[src/rtl/dff.sv]
// Purpose: single D flip-flop cell of parameterised width; every arbiter flop is one of these.
// Latency: one clock; output follows input on the next rising edge.
// Backpressure: none; captures unconditionally, synchronous active-high reset loads RST_VAL.
module dff #(
    parameter int           W       = 1,
    parameter logic [W-1:0] RST_VAL = '0
) (
    input  logic         clk,
    input  logic         rst,
    input  logic [W-1:0] i_d,
    output logic [W-1:0] o_q
);

    // Capture the next value each edge; reset wins over data
    always_ff @(posedge clk) begin
        if (rst) begin
            o_q <= RST_VAL;
        end else begin
            o_q <= i_d;
        end
    end

endmodule

[src/rtl/mem_arbiter.sv]
// Purpose: two-requester (I/D cache) ownership arbiter for a shared four-bank memory.
// Latency: grant one cycle after request is sampled in IDLE; read return RD_LAT cycles after accept.
// Backpressure: x_stall holds non-owners and the owner while mem_stall is high; stalled reads are not tracked.
module mem_arbiter #(
    parameter int RD_LAT  = 2,
    parameter int TIMEOUT = 32
) (
    input  logic        clk,
    input  logic        rst,
    input  logic        i_req,
    input  logic        i_rd,
    input  logic        i_wr,
    input  logic [15:0] i_addr,
    input  logic [15:0] i_data_in,
    output logic        i_grant,
    output logic        i_stall,
    output logic [15:0] i_data_out,
    output logic        i_data_valid,
    input  logic        d_req,
    input  logic        d_rd,
    input  logic        d_wr,
    input  logic [15:0] d_addr,
    input  logic [15:0] d_data_in,
    output logic        d_grant,
    output logic        d_stall,
    output logic [15:0] d_data_out,
    output logic        d_data_valid,
    output logic [15:0] mem_addr,
    output logic [15:0] mem_data_in,
    output logic        mem_rd,
    output logic        mem_wr,
    input  logic [15:0] mem_data_out,
    input  logic        mem_stall,
    output logic        err
);

    localparam logic [1:0] ST_IDLE    = 2'd0;
    localparam logic [1:0] ST_OWN_I   = 2'd1;
    localparam logic [1:0] ST_OWN_D   = 2'd2;
    localparam logic       OWNER_I    = 1'b0;
    localparam logic       OWNER_D    = 1'b1;
    localparam logic [4:0] HOLD_MAX   = 5'd31;
    localparam logic [4:0] HOLD_LIMIT = 5'(TIMEOUT - 1);

    logic [1:0] r_state, w_state_nxt;
    logic       r_last_owner, w_last_owner_nxt;
    logic [4:0] r_hold_cnt, w_hold_cnt_nxt;
    logic       r_err, w_err_nxt;
    logic       r_i_grant, r_d_grant;
    logic       w_own_i, w_own_d, w_proto_err, w_timeout;
    logic [1:0] r_ret [RD_LAT];
    logic [1:0] w_ret_d [RD_LAT];

    assign w_own_i = (r_state == ST_OWN_I);
    assign w_own_d = (r_state == ST_OWN_D);

    // Ownership FSM next state: on conflict from IDLE the previous owner yields; hand-over skips IDLE
    always_comb begin
        w_state_nxt = ST_IDLE;
        case (r_state)
            ST_IDLE: begin
                if (i_req && d_req) begin
                    w_state_nxt = (r_last_owner == OWNER_I) ? ST_OWN_D : ST_OWN_I;
                end else if (i_req) begin
                    w_state_nxt = ST_OWN_I;
                end else if (d_req) begin
                    w_state_nxt = ST_OWN_D;
                end
            end
            ST_OWN_I: w_state_nxt = i_req ? ST_OWN_I : (d_req ? ST_OWN_D : ST_IDLE);
            ST_OWN_D: w_state_nxt = d_req ? ST_OWN_D : (i_req ? ST_OWN_I : ST_IDLE);
            default:  w_state_nxt = ST_IDLE;
        endcase
    end

    // Remember who left an OWN state last, for the IDLE tie-break
    always_comb begin
        w_last_owner_nxt = r_last_owner;
        if (w_own_i && (w_state_nxt != ST_OWN_I)) begin
            w_last_owner_nxt = OWNER_I;
        end else if (w_own_d && (w_state_nxt != ST_OWN_D)) begin
            w_last_owner_nxt = OWNER_D;
        end
    end

    // Memory-side mux from the owner; a simultaneous rd+wr is dropped and flagged
    always_comb begin
        mem_addr    = 16'h0000;
        mem_data_in = 16'h0000;
        mem_rd      = 1'b0;
        mem_wr      = 1'b0;
        w_proto_err = 1'b0;
        if (w_own_i) begin
            mem_addr    = i_addr;
            mem_data_in = i_data_in;
            mem_rd      = i_rd & ~i_wr;
            mem_wr      = i_wr & ~i_rd;
            w_proto_err = i_rd & i_wr;
        end else if (w_own_d) begin
            mem_addr    = d_addr;
            mem_data_in = d_data_in;
            mem_rd      = d_rd & ~d_wr;
            mem_wr      = d_wr & ~d_rd;
            w_proto_err = d_rd & d_wr;
        end
    end

    // Hold counter: zero on entering an OWN state (or in IDLE), saturating count while ownership is kept
    always_comb begin
        w_hold_cnt_nxt = r_hold_cnt;
        if ((w_state_nxt == ST_IDLE) || (w_state_nxt != r_state)) begin
            w_hold_cnt_nxt = 5'd0;
        end else if (r_hold_cnt != HOLD_MAX) begin
            w_hold_cnt_nxt = r_hold_cnt + 5'd1;
        end
        // Staying in OWN_x implies x_req is still high, so the owner is still asking when the limit hits
        w_timeout = (r_state != ST_IDLE) && (w_state_nxt == r_state) && (w_hold_cnt_nxt == HOLD_LIMIT);
        w_err_nxt = r_err | w_proto_err | w_timeout;
    end

    // Read-return tracker input: push {valid, owner} only for reads the memory accepted
    always_comb begin
        w_ret_d[0] = {mem_rd & ~mem_stall, w_own_d ? OWNER_D : OWNER_I};
        for (int k = 1; k < RD_LAT; k++) begin
            w_ret_d[k] = r_ret[k-1];
        end
    end

    dff #(.W(2), .RST_VAL(ST_IDLE)) u_state      (.clk(clk), .rst(rst), .i_d(w_state_nxt),            .o_q(r_state));
    dff #(.W(1), .RST_VAL(OWNER_I)) u_last_owner (.clk(clk), .rst(rst), .i_d(w_last_owner_nxt),       .o_q(r_last_owner));
    dff #(.W(5))                    u_hold_cnt   (.clk(clk), .rst(rst), .i_d(w_hold_cnt_nxt),         .o_q(r_hold_cnt));
    dff #(.W(1))                    u_err        (.clk(clk), .rst(rst), .i_d(w_err_nxt),              .o_q(r_err));
    dff #(.W(1))                    u_i_grant    (.clk(clk), .rst(rst), .i_d(w_state_nxt == ST_OWN_I), .o_q(r_i_grant));
    dff #(.W(1))                    u_d_grant    (.clk(clk), .rst(rst), .i_d(w_state_nxt == ST_OWN_D), .o_q(r_d_grant));

    for (genvar g = 0; g < RD_LAT; g++) begin : g_ret
        dff #(.W(2)) u_ret (.clk(clk), .rst(rst), .i_d(w_ret_d[g]), .o_q(r_ret[g]));
    end

    assign i_grant      = r_i_grant;
    assign d_grant      = r_d_grant;
    assign err          = r_err;
    assign i_stall      = i_req & (~w_own_i | mem_stall);
    assign d_stall      = d_req & (~w_own_d | mem_stall);
    assign i_data_out   = mem_data_out;
    assign d_data_out   = mem_data_out;
    assign i_data_valid = r_ret[RD_LAT-1][1] & (r_ret[RD_LAT-1][0] == OWNER_I);
    assign d_data_valid = r_ret[RD_LAT-1][1] & (r_ret[RD_LAT-1][0] == OWNER_D);

endmodule

[config.mk]
export PLATFORM = sky130hd
export DESIGN_NAME = mem_arbiter
export DESIGN_NICKNAME = d
export VERILOG_FILES = /design/src/rtl/dff.sv /design/src/rtl/mem_arbiter.sv
export SDC_FILE = /design/constraint.sdc
export NUM_CORES = 1
export LEC_CHECK = 0
export ABC_AREA = 1
export CORE_MARGIN = 2
export CORE_UTILIZATION = 26
export DETAILED_ROUTE_END_ITERATION = 10
export PLACE_DENSITY = 0.81
export SYNTH_ARGS = -nofsm -noshare
export SYNTH_HDL_FRONTEND = slang
export SYNTH_SLANG_ARGS = --single-unit
export TNS_END_PERCENT = 100
[constraint.sdc]
create_clock -name clk -period 1.5 [get_ports clk]
set_input_delay 0.375 -clock clk [delete_from_list [all_inputs] [get_ports clk]]
set_output_delay 0.375 -clock clk [all_outputs]
set_load 0.05 [all_outputs]
==> qor.csv <==
stage,metric,value,unit
status,outcome,"complete, but fails checks",
status,failing checks,setup timing,
die,# rows,25,
placement,DP Cell Count,346,
timing,Max Fclk,573,MHz
worst_setup_path,Critical Path RT,1.12,ns
timing,Final Max Tran Viols,0,
timing,worst slew pin tran,0.303,ns
routing,initial DRC count,83,
die,Die Y,75.1,um
flow_run,max-cap viol count,0,
logic_synthesis,"top cells by area, synth","dfxtp_1 23%, a22o_1 21%, buf_4 18%, nand2_1 7.1%, inv_1 6.0%",
grt,vias in the first global route,1682,
logic_synthesis,Post-Syn Area per Cell,7.09,sq um
power,total power,1780,uW
logic_synthesis,Synth Register Bits,15,
clock_tree,CTS Buffer Depth,2,
logic_synthesis,leading area contributor after synthesis,dfxtp_1,
routing,post-route ant nets,0,
worst_setup_path,Crit Path Max Fanout,11,
clock_tree,Worst-Skew Late Latency,0.24,ns
logic_synthesis,Synth top area share,22.9,%
finish,share of cells above drive strength 1,46.0,%
finish,finished layout cell area,0.00311,sq mm
clock_tree,Root Driver,clkbuf_8,
worst_setup_path,CP max-delay cell,dfxtp_4,
worst_setup_path,crit-path cells,"inv_4, nor2_4, buf_6, a22o_1, buf_12",
logic_synthesis,Mapped Nets,275,
finish,Layout Cells excl Fill,354,
clock_tree,Worst-path clk slew,0.06,ns
routing,Post-Route WL,5150,um
worst_setup_path,worst stage delay on the critical path,0.38,ns
worst_setup_path,critical path endpoint category,primary output,
timing,fin crit share,116,%
power,PwrDens,572,mW/mm^2
logic_synthesis,Netlist cell types,23,
die,Top Ports,162,
worst_setup_path,Setup crit start kind,flip-flop,
routing,Routed WL per cell,14.5,um
worst_hold_path,hold crit path type,flip-flop to flip-flop,
die,Initial Util,27.4,%
timing,Clock Skews,0.00573,ns
timing,Final Hold Vio Count,0,
power,worst-case vdd ir drop,0.349,mV
timing,final worst slack,-0.246,ns
placement,DP Worst Slack,-0.313,ns
clock_tree,TritonCTS clock tree,done,
power,LEAKAGE,0.00135,uW
finish,area delta synth->final,137,%
grt,initial antenna violation count,0,
placement,hpwl dp,4290,um
grt,Total GRT Usage,18.4,%
clock_tree,clock net sink count,15,
finish,antenna diode count,0,
grt,met1 usage,18.3,%
logic_synthesis,Synthesis Warnings,0,
timing,Final Critical Period,1.75,ns
placement,RD Place Congestion,0.890,
grt,first-pass GRT wire length,7940,um
die,Core Area,0.00479,sq mm
grt,pin count of the biggest net entering global routing,19,
logic_synthesis,Post-Synthesis Cells,185,
timing,Setup Viol. Count Final,36,
finish,nets,378,
timing,Slew headroom,79.7,%
clock_tree,htree depth,1,
placement,placed instance area,0.00293,sq mm
logic_synthesis,"Seq/Total Area, Yosys",22.9,%
routing,via count,1619,
logic_synthesis,synthesized area,0.00131,sq mm
worst_setup_path,Critical Setup Path Class,flip-flop to primary output,
grt,M2 GR Usage,34.4,%
clock_tree,CTS buffer count,3,
worst_setup_path,Crit path arrival time,1.37,ns
routing,first drt pass iteration count,4,
routing,Avg Vias per Cell,4.57,
grt,total congestion overflow,0,
grt,GR peak layer,met2,
die,Die Footprint,0.00563,sq mm
timing,RSZ-0062 raised after global routing,yes,
grt,GR Layer Usage met3,7.76,%
routing,Post-route DRC,0,
die,die width,75.1,um
placement,PortBufs,113,
## layout make-up
class / count / area, sq um
Timing Repair Buffer: 137 / 1740
Sequential cell: 15 / 310
Fill cell: 385 / 1680
Multi-Input combinational cell: 105 / 827
Tap cell: 67 / 83.8
Inverter: 26 / 105
Clock buffer: 3 / 41.3
Clock inverter: 1 / 5.00
## worst max-delay path: cells and delay by family (launching register included)
kind / cells / cell delay [ns]
DFF: 1 / 0.38
buffers and inverters: 3 / 0.36
and+or+nand+nor: 1 / 0.19
AOI/OAI and AO/OA: 1 / 0.18
## flip-flops by register name, indices dropped and copies added (netlist names)
register,cells
u_d_grant.o_q,1
u_err.o_q,1
u_hold_cnt.o_q,5
g_ret.u_ret.o_q,4
u_i_grant.o_q,1
u_last_owner.o_q,1
u_state.o_q,2
## Yosys cell counts, drive strengths merged
cell type and instances:
a32oi 1, a21oi 5, a31oi 1, a22o 32
nor2 22, inv 26, nand3 8, buf 38
nor3 2, nand4 1, a211oi 1, o21ai 4
o31ai 1, ha 1, dfxtp 15, clkbuf 1
nand2 26
## repair_timing
item	CTS	global route
gates resized for setup	22	16
hold buffers	0	0
setup buffers	2	2
endpoints found under the hold margin	0	0
pin swaps	1	3
setup endpoints to repair	36	42
## per-stage QoR
stage | hold WS [ns] | utilization [%] | setup TNS [ns]
2_1_floorplan | 0.388 | - | -1.31
3_3_place_gp | 0.395 | 61.3 | -4.47
3_5_place_dp | 0.400 | 61.3 | -4.92
4_1_cts | 0.409 | 63.7 | -6.79
5_1_grt | 0.414 | 65.0 | -10.34
6_report | 0.408 | 65.0 | -7.56
## report_power, final
| part | switching [uW] | total, uW | internal, uW |
|---|---|---|---|
| Clock | 131 | 314 | 183 |
| Combinational | 480 | 1040 | 562 |
| Sequential | 13.7 | 426 | 412 |
## cells by family after synthesis
group	count (synthesis)	share of synthesized area, %
fa+ha+maj	1	0.953
flops	15	22.9
simple gates	59	19.9
buf+inv	65	28.3
compound gates	45	27.9
## final timing paths
kind,startpoint,to,slack [ns],depth (start not counted)
setup / recovery,u_state.o_q[0],mem_addr[13],-0.25,5
hold / removal,g_ret[0].u_ret.o_q[0],g_ret[1].u_ret.o_q[0],0.41,2
setup reg to reg,u_state.o_q[0],u_hold_cnt.o_q[4],0.10,10
hold reg to reg,g_ret[0].u_ret.o_q[0],g_ret[1].u_ret.o_q[0],0.41,2
## per-layer routing
layer	part of all wire (%)	wire length, um
met2	54	2770
met1	34	1740
met4	2.2	112
met5	0	0
met3	10	531
## cell usage in the layout (no fill, tap or decap), drive strengths merged
cell and n:
clkbuf 3, a211oi 1, nor2 22, a21oi 5, dfxtp 15, o21ai 4
o31ai 1, dlygate4sd2 4, a22o 32, nor3 2, buf 65, dlymetal6s2s 1
a32oi 1, nand3 8, clkinv 1, clkdlybuf4s50 67, nand4 1, a31oi 1
nand2 26, ha 1, inv 26
Note: power is estimated with default switching activity, not from simulation.
